`src/rtl/mem_pkg.sv`:
```
// ---------------------------------------------------------------------------
// mem_pkg
// Shared definitions for the MIPS memory-access stage.
//   - mem_op_e   : memory operation encodings carried from EX
//   - mem_state_e: stage state machine encoding
//   - default datapath and register-address widths
//   - helpers that classify an operation (load / store / word access)
// Build option: MEM_ALIGN_CHECK_EN (used by mem_stage) enables misaligned
// word-access detection.
// ---------------------------------------------------------------------------
package mem_pkg;

    localparam int DEFAULT_DATA_W     = 32;
    localparam int DEFAULT_REG_ADDR_W = 5;

    typedef enum logic [2:0] {
        MEM_NONE = 3'd0,
        MEM_LW   = 3'd1,
        MEM_LB   = 3'd2,
        MEM_LBU  = 3'd3,
        MEM_SW   = 3'd4,
        MEM_SB   = 3'd5
    } mem_op_e;

    typedef enum logic {
        ST_IDLE = 1'b0,
        ST_BUSY = 1'b1
    } mem_state_e;

    // Raw encodings 6 and 7 are reserved and behave exactly like NONE.
    function automatic mem_op_e decode_op(input logic [2:0] raw);
        mem_op_e op;
        case (raw)
            3'd1:    op = MEM_LW;
            3'd2:    op = MEM_LB;
            3'd3:    op = MEM_LBU;
            3'd4:    op = MEM_SW;
            3'd5:    op = MEM_SB;
            default: op = MEM_NONE;
        endcase
        return op;
    endfunction

    function automatic logic op_is_load(input mem_op_e op);
        return (op == MEM_LW) || (op == MEM_LB) || (op == MEM_LBU);
    endfunction

    function automatic logic op_is_store(input mem_op_e op);
        return (op == MEM_SW) || (op == MEM_SB);
    endfunction

    function automatic logic op_is_word(input mem_op_e op);
        return (op == MEM_LW) || (op == MEM_SW);
    endfunction

endpackage

```
`src/rtl/mem_lane_align.sv`:
```
// ---------------------------------------------------------------------------
// mem_lane_align
// Purely combinational little-endian byte-lane steering for the memory stage.
// Request side (from the op being issued):
//   i_st_op, i_st_lane, i_store_data -> o_be, o_wdata
// Response side (from the op in flight):
//   i_ld_op, i_ld_lane, i_rdata      -> o_ld_data
// Lane 0 is bits 7:0.
// ---------------------------------------------------------------------------
module mem_lane_align
    import mem_pkg::*;
#(
    parameter int DATA_W = DEFAULT_DATA_W
) (
    input  mem_op_e           i_st_op,
    input  logic [1:0]        i_st_lane,
    input  logic [DATA_W-1:0] i_store_data,
    input  mem_op_e           i_ld_op,
    input  logic [1:0]        i_ld_lane,
    input  logic [DATA_W-1:0] i_rdata,
    output logic [3:0]        o_be,
    output logic [DATA_W-1:0] o_wdata,
    output logic [DATA_W-1:0] o_ld_data
);

    logic [7:0] w_byte;

    // Byte enables and store data; byte ops replicate the byte on every lane
    // so the memory only needs to honour the enables.
    always_comb begin
        o_be    = 4'h0;
        o_wdata = i_store_data;
        case (i_st_op)
            MEM_LW, MEM_SW: o_be = 4'hF;
            MEM_LB, MEM_LBU: o_be = 4'b0001 << i_st_lane;
            MEM_SB: begin
                o_be    = 4'b0001 << i_st_lane;
                o_wdata = {(DATA_W/8){i_store_data[7:0]}};
            end
            default: o_be = 4'h0;
        endcase
    end

    always_comb begin
        w_byte = 8'h00;
        case (i_ld_lane)
            2'd0: w_byte = i_rdata[7:0];
            2'd1: w_byte = i_rdata[15:8];
            2'd2: w_byte = i_rdata[23:16];
            2'd3: w_byte = i_rdata[31:24];
            default: w_byte = 8'h00;
        endcase
    end

    always_comb begin
        o_ld_data = i_rdata;
        case (i_ld_op)
            MEM_LB:  o_ld_data = {{(DATA_W-8){w_byte[7]}}, w_byte};
            MEM_LBU: o_ld_data = {{(DATA_W-8){1'b0}}, w_byte};
            default: o_ld_data = i_rdata;
        endcase
    end

endmodule

```
`src/rtl/mem_stage.sv`:
```
// ---------------------------------------------------------------------------
// mem_stage
// Memory-access stage of the five-stage MIPS pipeline. Accepts an operation
// from EX, performs loads/stores over a req/ack data-memory bus while
// stalling EX, and presents the write-back result to WB.
//
// Ports:
//   clk, rst (async, active-low)
//   EX side : in_valid, in_ready, mem_op, alu_result, store_data,
//             write_reg_en_in, write_reg_addr_in, stall_out
//   Memory  : dmem_req, dmem_we, dmem_addr, dmem_wdata, dmem_be,
//             dmem_rdata, dmem_ack
//   WB side : wb_valid, wb_write_reg_en, wb_write_reg_addr, wb_data
//   align_err (only when MEM_ALIGN_CHECK_EN is defined)
//
// Build option: MEM_ALIGN_CHECK_EN - misaligned LW/SW are not issued; they
// retire in the next cycle with align_err and no register write.
// ---------------------------------------------------------------------------
module mem_stage
    import mem_pkg::*;
#(
    parameter int DATA_W     = DEFAULT_DATA_W,
    parameter int REG_ADDR_W = DEFAULT_REG_ADDR_W
) (
    input  logic                  clk,
    input  logic                  rst,
    input  logic                  in_valid,
    output logic                  in_ready,
    input  logic [2:0]            mem_op,
    input  logic [DATA_W-1:0]     alu_result,
    input  logic [DATA_W-1:0]     store_data,
    input  logic                  write_reg_en_in,
    input  logic [REG_ADDR_W-1:0] write_reg_addr_in,
    output logic                  dmem_req,
    output logic                  dmem_we,
    output logic [DATA_W-1:0]     dmem_addr,
    output logic [DATA_W-1:0]     dmem_wdata,
    output logic [3:0]            dmem_be,
    input  logic [DATA_W-1:0]     dmem_rdata,
    input  logic                  dmem_ack,
    output logic                  wb_valid,
    output logic                  wb_write_reg_en,
    output logic [REG_ADDR_W-1:0] wb_write_reg_addr,
    output logic [DATA_W-1:0]     wb_data,
    output logic                  stall_out
`ifdef MEM_ALIGN_CHECK_EN
    ,
    output logic                  align_err
`endif
);

    mem_state_e            r_state;
    mem_state_e            w_next_state;

    mem_op_e               r_op;
    logic [1:0]            r_lane;
    logic                  r_we;
    logic [DATA_W-1:0]     r_addr;
    logic [DATA_W-1:0]     r_wdata;
    logic [3:0]            r_be;
    logic                  r_wen;
    logic [REG_ADDR_W-1:0] r_waddr;

    logic                  r_wb_valid;
    logic                  r_wb_en;
    logic [REG_ADDR_W-1:0] r_wb_addr;
    logic [DATA_W-1:0]     r_wb_data;

    mem_op_e               w_op;
    logic [1:0]            w_lane;
    logic                  w_is_mem;
    logic                  w_misalign;
    logic                  w_issue;
    logic                  w_accept;
    logic                  w_done;
    logic [3:0]            w_st_be;
    logic [DATA_W-1:0]     w_st_wdata;
    logic [DATA_W-1:0]     w_ld_data;

    assign w_op     = decode_op(mem_op);
    assign w_lane   = alu_result[1:0];
    assign w_is_mem = op_is_load(w_op) || op_is_store(w_op);

`ifdef MEM_ALIGN_CHECK_EN
    logic r_align_err;
    assign w_misalign = op_is_word(w_op) && (w_lane != 2'b00);
    assign align_err  = r_align_err;
`else
    assign w_misalign = 1'b0;
`endif

    // A misaligned word op never reaches the bus; it retires like NONE.
    assign w_issue = w_is_mem && !w_misalign;

    mem_lane_align #(
        .DATA_W (DATA_W)
    ) u_lane_align (
        .i_st_op      (w_op),
        .i_st_lane    (w_lane),
        .i_store_data (store_data),
        .i_ld_op      (r_op),
        .i_ld_lane    (r_lane),
        .i_rdata      (dmem_rdata),
        .o_be         (w_st_be),
        .o_wdata      (w_st_wdata),
        .o_ld_data    (w_ld_data)
    );

    always_ff @(posedge clk or negedge rst) begin
        if (!rst) begin
            r_state <= ST_IDLE;
        end else begin
            r_state <= w_next_state;
        end
    end

    // dmem_req comes straight from the state so an async reset drops it
    // in the same instant.
    always_comb begin
        w_next_state = r_state;
        w_accept     = 1'b0;
        w_done       = 1'b0;
        in_ready     = 1'b0;
        dmem_req     = 1'b0;
        case (r_state)
            ST_IDLE: begin
                in_ready = 1'b1;
                w_accept = in_valid;
                if (in_valid && w_issue) begin
                    w_next_state = ST_BUSY;
                end
            end
            ST_BUSY: begin
                dmem_req = 1'b1;
                if (dmem_ack) begin
                    w_done       = 1'b1;
                    w_next_state = ST_IDLE;
                end
            end
            default: w_next_state = ST_IDLE;
        endcase
    end

    always_ff @(posedge clk or negedge rst) begin
        if (!rst) begin
            r_op       <= MEM_NONE;
            r_lane     <= 2'b00;
            r_we       <= 1'b0;
            r_addr     <= '0;
            r_wdata    <= '0;
            r_be       <= 4'h0;
            r_wen      <= 1'b0;
            r_waddr    <= '0;
            r_wb_valid <= 1'b0;
            r_wb_en    <= 1'b0;
            r_wb_addr  <= '0;
            r_wb_data  <= '0;
`ifdef MEM_ALIGN_CHECK_EN
            r_align_err <= 1'b0;
`endif
        end else begin
            r_wb_valid <= 1'b0;
`ifdef MEM_ALIGN_CHECK_EN
            r_align_err <= 1'b0;
`endif
            if (w_accept) begin
                if (w_issue) begin
                    r_op    <= w_op;
                    r_lane  <= w_lane;
                    r_we    <= op_is_store(w_op);
                    r_addr  <= {alu_result[DATA_W-1:2], 2'b00};
                    r_wdata <= w_st_wdata;
                    r_be    <= w_st_be;
                    r_wen   <= op_is_store(w_op) ? 1'b0 : write_reg_en_in;
                    r_waddr <= write_reg_addr_in;
                end else begin
                    r_wb_valid <= 1'b1;
                    r_wb_data  <= alu_result;
                    r_wb_addr  <= write_reg_addr_in;
                    r_wb_en    <= w_misalign ? 1'b0 : write_reg_en_in;
`ifdef MEM_ALIGN_CHECK_EN
                    r_align_err <= w_misalign;
`endif
                end
            end
            // Stores leave wb_data untouched; their write enable is already 0.
            if (w_done) begin
                r_wb_valid <= 1'b1;
                r_wb_en    <= r_wen;
                r_wb_addr  <= r_waddr;
                if (!r_we) begin
                    r_wb_data <= w_ld_data;
                end
            end
        end
    end

    assign stall_out         = ~in_ready;
    assign dmem_we           = r_we;
    assign dmem_addr         = r_addr;
    assign dmem_wdata        = r_wdata;
    assign dmem_be           = r_be;
    assign wb_valid          = r_wb_valid;
    assign wb_write_reg_en   = r_wb_en;
    assign wb_write_reg_addr = r_wb_addr;
    assign wb_data           = r_wb_data;

endmodule

```
`config.mk`:
```
export PLATFORM = sky130hd
export DESIGN_NAME = mem_stage
export DESIGN_NICKNAME = d
export VERILOG_FILES = /design/src/rtl/mem_pkg.sv /design/src/rtl/mem_lane_align.sv /design/src/rtl/mem_stage.sv
export SDC_FILE = /design/constraint.sdc
export NUM_CORES = 1
export LEC_CHECK = 0
export CAP_MARGIN = 20
export CORE_UTILIZATION = 44
export DETAILED_ROUTE_END_ITERATION = 10
export HOLD_SLACK_MARGIN = 0.12
export PLACE_DENSITY = 0.82
export REMOVE_ABC_BUFFERS = 1
export SETUP_SLACK_MARGIN = 0.02
export SYNTH_ARGS = -nofsm -noshare
export SYNTH_HDL_FRONTEND = slang
export SYNTH_SLANG_ARGS = --single-unit
```
`constraint.sdc`:
```
create_clock -name clk -period 1.9 [get_ports clk]
set_clock_uncertainty 0.15 [all_clocks]
set_input_delay 0.38 -clock clk [delete_from_list [all_inputs] [get_ports clk]]
set_output_delay 0.38 -clock clk [all_outputs]
set_load 0.005 [all_outputs]
```
==> run_summary.xml <==
<?xml version="1.0" encoding="UTF-8"?>
<metrics>
  <group name="worst_setup_path">
    <metric name="cp_top_family" unit="">buffers and inverters</metric>
    <metric name="worstSetupStartpointType" unit="">flop</metric>
    <metric name="worst-path-buf-inv" unit="">1</metric>
    <metric name="timing.critical_path.to_type" unit="">output pin</metric>
    <metric name="critical_path.max_stage_delay" unit="ns">0.53</metric>
    <metric name="timing.critical_path.depth" unit="">1</metric>
    <metric name="worstPathMaxFanout" unit="">2</metric>
    <metric name="sequence_of_cells_on_the_critical_path" unit="">clkdlybuf4s50_1</metric>
    <metric name="timing.critical_path.required" unit="ns">1.37</metric>
    <metric name="critPathSlowestCell" unit="">clkdlybuf4s50_1</metric>
    <metric name="cp.arrival" unit="ns">1.32</metric>
    <metric name="timing.reg2reg.worst_path_depth" unit="">5</metric>
    <metric name="critPathKind" unit="">reg2out</metric>
  </group>
  <group name="final_layout">
    <metric name="area.growth.synth_to_final" unit="%">57.55</metric>
    <metric name="multiInputGateArea" unit="um^2">2415</metric>
    <metric name="nFillCells" unit="">976</metric>
    <metric name="post_route_cells_drive_above_1_share" unit="%">14.55</metric>
    <metric name="final_common_cell" unit="">nand2_1</metric>
    <metric name="seqCellArea" unit="um^2">2955</metric>
    <metric name="antenna-diode-count" unit="">0</metric>
    <metric name="final_nets" unit="">969</metric>
    <metric name="most-common-layout-cells" unit="">nand2_1 (217), clkdlybuf4s50_1 (204), dfrtp_1 (116)</metric>
  </group>
  <group name="logic_synthesis">
    <metric name="synthCells" unit="">634</metric>
    <metric name="synth_seq_area_share" unit="%">51.94</metric>
    <metric name="synthesis.area_per_instance" unit="um^2">8.968</metric>
    <metric name="syn-cell-area" unit="um^2">5685</metric>
    <metric name="yosysWarnings" unit="">0</metric>
    <metric name="synth.ff_latch_count" unit="">118</metric>
    <metric name="synth_cell_types" unit="">31</metric>
  </group>
  <group name="floorplanning">
    <metric name="design.die.area" unit="um^2">13380</metric>
    <metric name="core_area" unit="um^2">12620</metric>
    <metric name="starting_density_of_the_core" unit="%">45.05</metric>
    <metric name="die_height" unit="um">115.7</metric>
    <metric name="die_w" unit="um">115.7</metric>
    <metric name="core.rowCount" unit="">41</metric>
    <metric name="pin_count" unit="">220</metric>
  </group>
  <group name="global_routing">
    <metric name="grt.overflow.total" unit="">0</metric>
    <metric name="grt_antenna_before_repair" unit="">0</metric>
    <metric name="grt_pass1_vias" unit="">5611</metric>
    <metric name="grt_first_pass_wirelength" unit="um">28010</metric>
    <metric name="largest_net_degree_at_the_start_of_global_routing" unit="">67</metric>
    <metric name="global_route.usage.total" unit="%">27.89</metric>
  </group>
  <group name="pwr">
    <metric name="p_seq_share" unit="%">34.0</metric>
    <metric name="vdd.ir_drop.worst" unit="V">0.0008203</metric>
    <metric name="design_power_total" unit="mW">10.94</metric>
    <metric name="power.density_cell_area" unit="nW/um^2">1221</metric>
    <metric name="power.clock.fraction" unit="%">32.7</metric>
    <metric name="p_leak" unit="nW">4.140</metric>
    <metric name="netSwitchingPower" unit="mW">3.161</metric>
    <metric name="p_sw_share" unit="%">28.90</metric>
    <metric name="power_report.internal_total" unit="mW">7.779</metric>
    <metric name="comb_power_share" unit="%">33.2</metric>
  </group>
  <group name="timing">
    <metric name="timing.final.crit_share" unit="%">97.13</metric>
    <metric name="rsz0062_at_grt" unit="">no</metric>
    <metric name="setup_violations" unit="">0</metric>
    <metric name="timing_hold_violations_final" unit="">0</metric>
    <metric name="fin_ws" unit="ns">0.05444</metric>
    <metric name="fin_crit" unit="ns">1.846</metric>
    <metric name="timing.setup.tns" unit="ns">0</metric>
    <metric name="final_max_slew_viol_count" unit="">0</metric>
    <metric name="timing.fmax" unit="MHz">541.8</metric>
  </group>
  <group name="drt">
    <metric name="vias_per_cell" unit="">5.284</metric>
    <metric name="route.detailed.wl_per_inst" unit="um">17.39</metric>
    <metric name="detail_route.drc_violations" unit="">0</metric>
    <metric name="route.vias.total" unit="">5522</metric>
    <metric name="wirelength" unit="um">18170</metric>
    <metric name="drt.antenna.violating_nets" unit="">0</metric>
    <metric name="drt_pass1_iterations" unit="">5</metric>
    <metric name="drt_iter0_drc" unit="">414</metric>
  </group>
  <group name="placed_design">
    <metric name="place.gp.congestion" unit="">0.8477</metric>
    <metric name="detailed_place_hpwl" unit="um">12540</metric>
    <metric name="io_buffer_count" unit="">217</metric>
    <metric name="pre_cts_slack" unit="ns">-0.3376</metric>
  </group>
  <group name="flow_run">
    <metric name="timing.max_cap.violations" unit="">0</metric>
  </group>
  <group name="worst_hold_path">
    <metric name="timing.hold.worst_path_depth" unit="">2</metric>
    <metric name="type_of_the_most_critical_hold_path" unit="">reg2reg</metric>
  </group>
  <group name="clock_network">
    <metric name="clkSinkCount" unit="">118</metric>
    <metric name="htree_num_levels" unit="">4</metric>
    <metric name="cts_max_path_buffers" unit="">2</metric>
    <metric name="clock-root-buffer" unit="">clkbuf_16</metric>
    <metric name="clkLatencyLatePin" unit="ns">0.42</metric>
    <metric name="cts_buffers" unit="">17</metric>
    <metric name="clkSlewWorstSetupHoldPaths" unit="ns">0.05</metric>
    <metric name="tritoncts" unit="">built</metric>
  </group>
  <group name="status">
    <metric name="status" unit="">finished clean</metric>
  </group>
</metrics>
[flip-flops by register name, summed over array words and instances, names as in the netlist]
name / count
dmem_wdata: 32
wb_data: 32
dmem_addr: 30
r_waddr: 5
wb_write_reg_addr: 5
dmem_be: 4
r_op: 3
r_lane: 2
dmem_we: 1
r_wen: 1
stall_out: 1
wb_valid: 1
wb_write_reg_en: 1
[area by class of cell]
type / instances / share of cell area [%]
Sequential cell: 118 / 32.99
Timing Repair Buffer: 257 / 29.59
Clock inverter: 9 / 1.900
Inverter: 17 / 0.7124
Clock buffer: 23 / 5.448
Tap cell: 172 / 2.403
Multi-Input combinational cell: 449 / 26.96
[layer usage]
metal  wire, um  track usage [%]
met5          0                0
met4        544            13.16
met3       1065            7.793
met2       9231            47.58
met1       7331            32.62
[synth_stat cells]
cell       number  area (um^2)
a21o_1          1        7.510
a21oi_1        43        215.2
a21oi_2        21        183.9
a22oi_1        11        82.58
a22oi_2        23        287.8
a2bb2oi_1       1        8.760
a311oi_4        1        26.28
a31oi_1        13        81.33
a32oi_1         1        8.760
and3_1          1        6.260
buf_12          2        40.04
buf_2          21        105.1
buf_4           5        37.54
buf_6           5        56.30
clkbuf_1       18        67.56
conb_1          1        3.750
dfrtp_1       118         2953
inv_1          17        63.81
mux2i_1        10        100.1
nand2_1       218        818.3
nand2b_1        6        37.54
nand3_1         8        40.04
nand3b_1        1        7.510
nor2_1         30        112.6
nor2b_1         4        25.02
nor3b_1         1        7.510
o21a_1          1        7.510
o21ai_0        43        215.2
o221ai_1        7        61.31
o22ai_1         1        6.260
or3_4           1        11.26
[power by group through the flow]
stage,logic (mW),registers [mW],clock network [mW]
6_report,3.63,3.72,3.58
2_1_floorplan,1.20,3.79,0
3_5_place_dp,3.60,3.74,0
5_1_grt,3.93,3.80,3.74
3_3_place_gp,3.47,3.71,0
4_1_cts,3.64,3.72,3.61
[stage by stage]
stage / instance area [um^2] / util (%) / std cells / hold slack (ns)
2_1_floorplan: 5383 / - / 584 / -0.06559
3_3_place_gp: 8199 / 64.97 / 1008 / 0.2545
3_5_place_dp: 8199 / 64.97 / 1008 / 0.2585
4_1_cts: 8879 / 70.35 / 1042 / 0.3248
5_1_grt: 8957 / 70.98 / 1045 / 0.3384
6_report: 8957 / 70.98 / 1045 / 0.3231
[timing repair]
action	CTS	global route
gates resized for setup	5	14
setup buffers	1	2
endpoints found under the hold margin	118	0
pin swaps	0	2
hold buffers	1	0
setup endpoints to repair	5	32
cloned	0	1
[final timing paths]
check                             start      endpoint  slack, ns
setup / recovery            wb_data[27]   wb_data[27]       0.05
max in group asynchronous           rst     r_lane[0]       0.92
min in group asynchronous           rst   wb_data[25]       0.37
hold / removal             dmem_addr[5]  dmem_addr[5]       0.32
setup reg to reg                r_op[1]    wb_data[6]       0.08
hold reg to reg            dmem_addr[5]  dmem_addr[5]       0.32
[cell families after synthesis]
group	synth area share [%]
flops	51.94
compound gates	20.97
mux	1.761
buf+inv	6.514
other cells	0.06596
simple gates	18.75
Note: power is estimated with default switching activity, not from simulation.
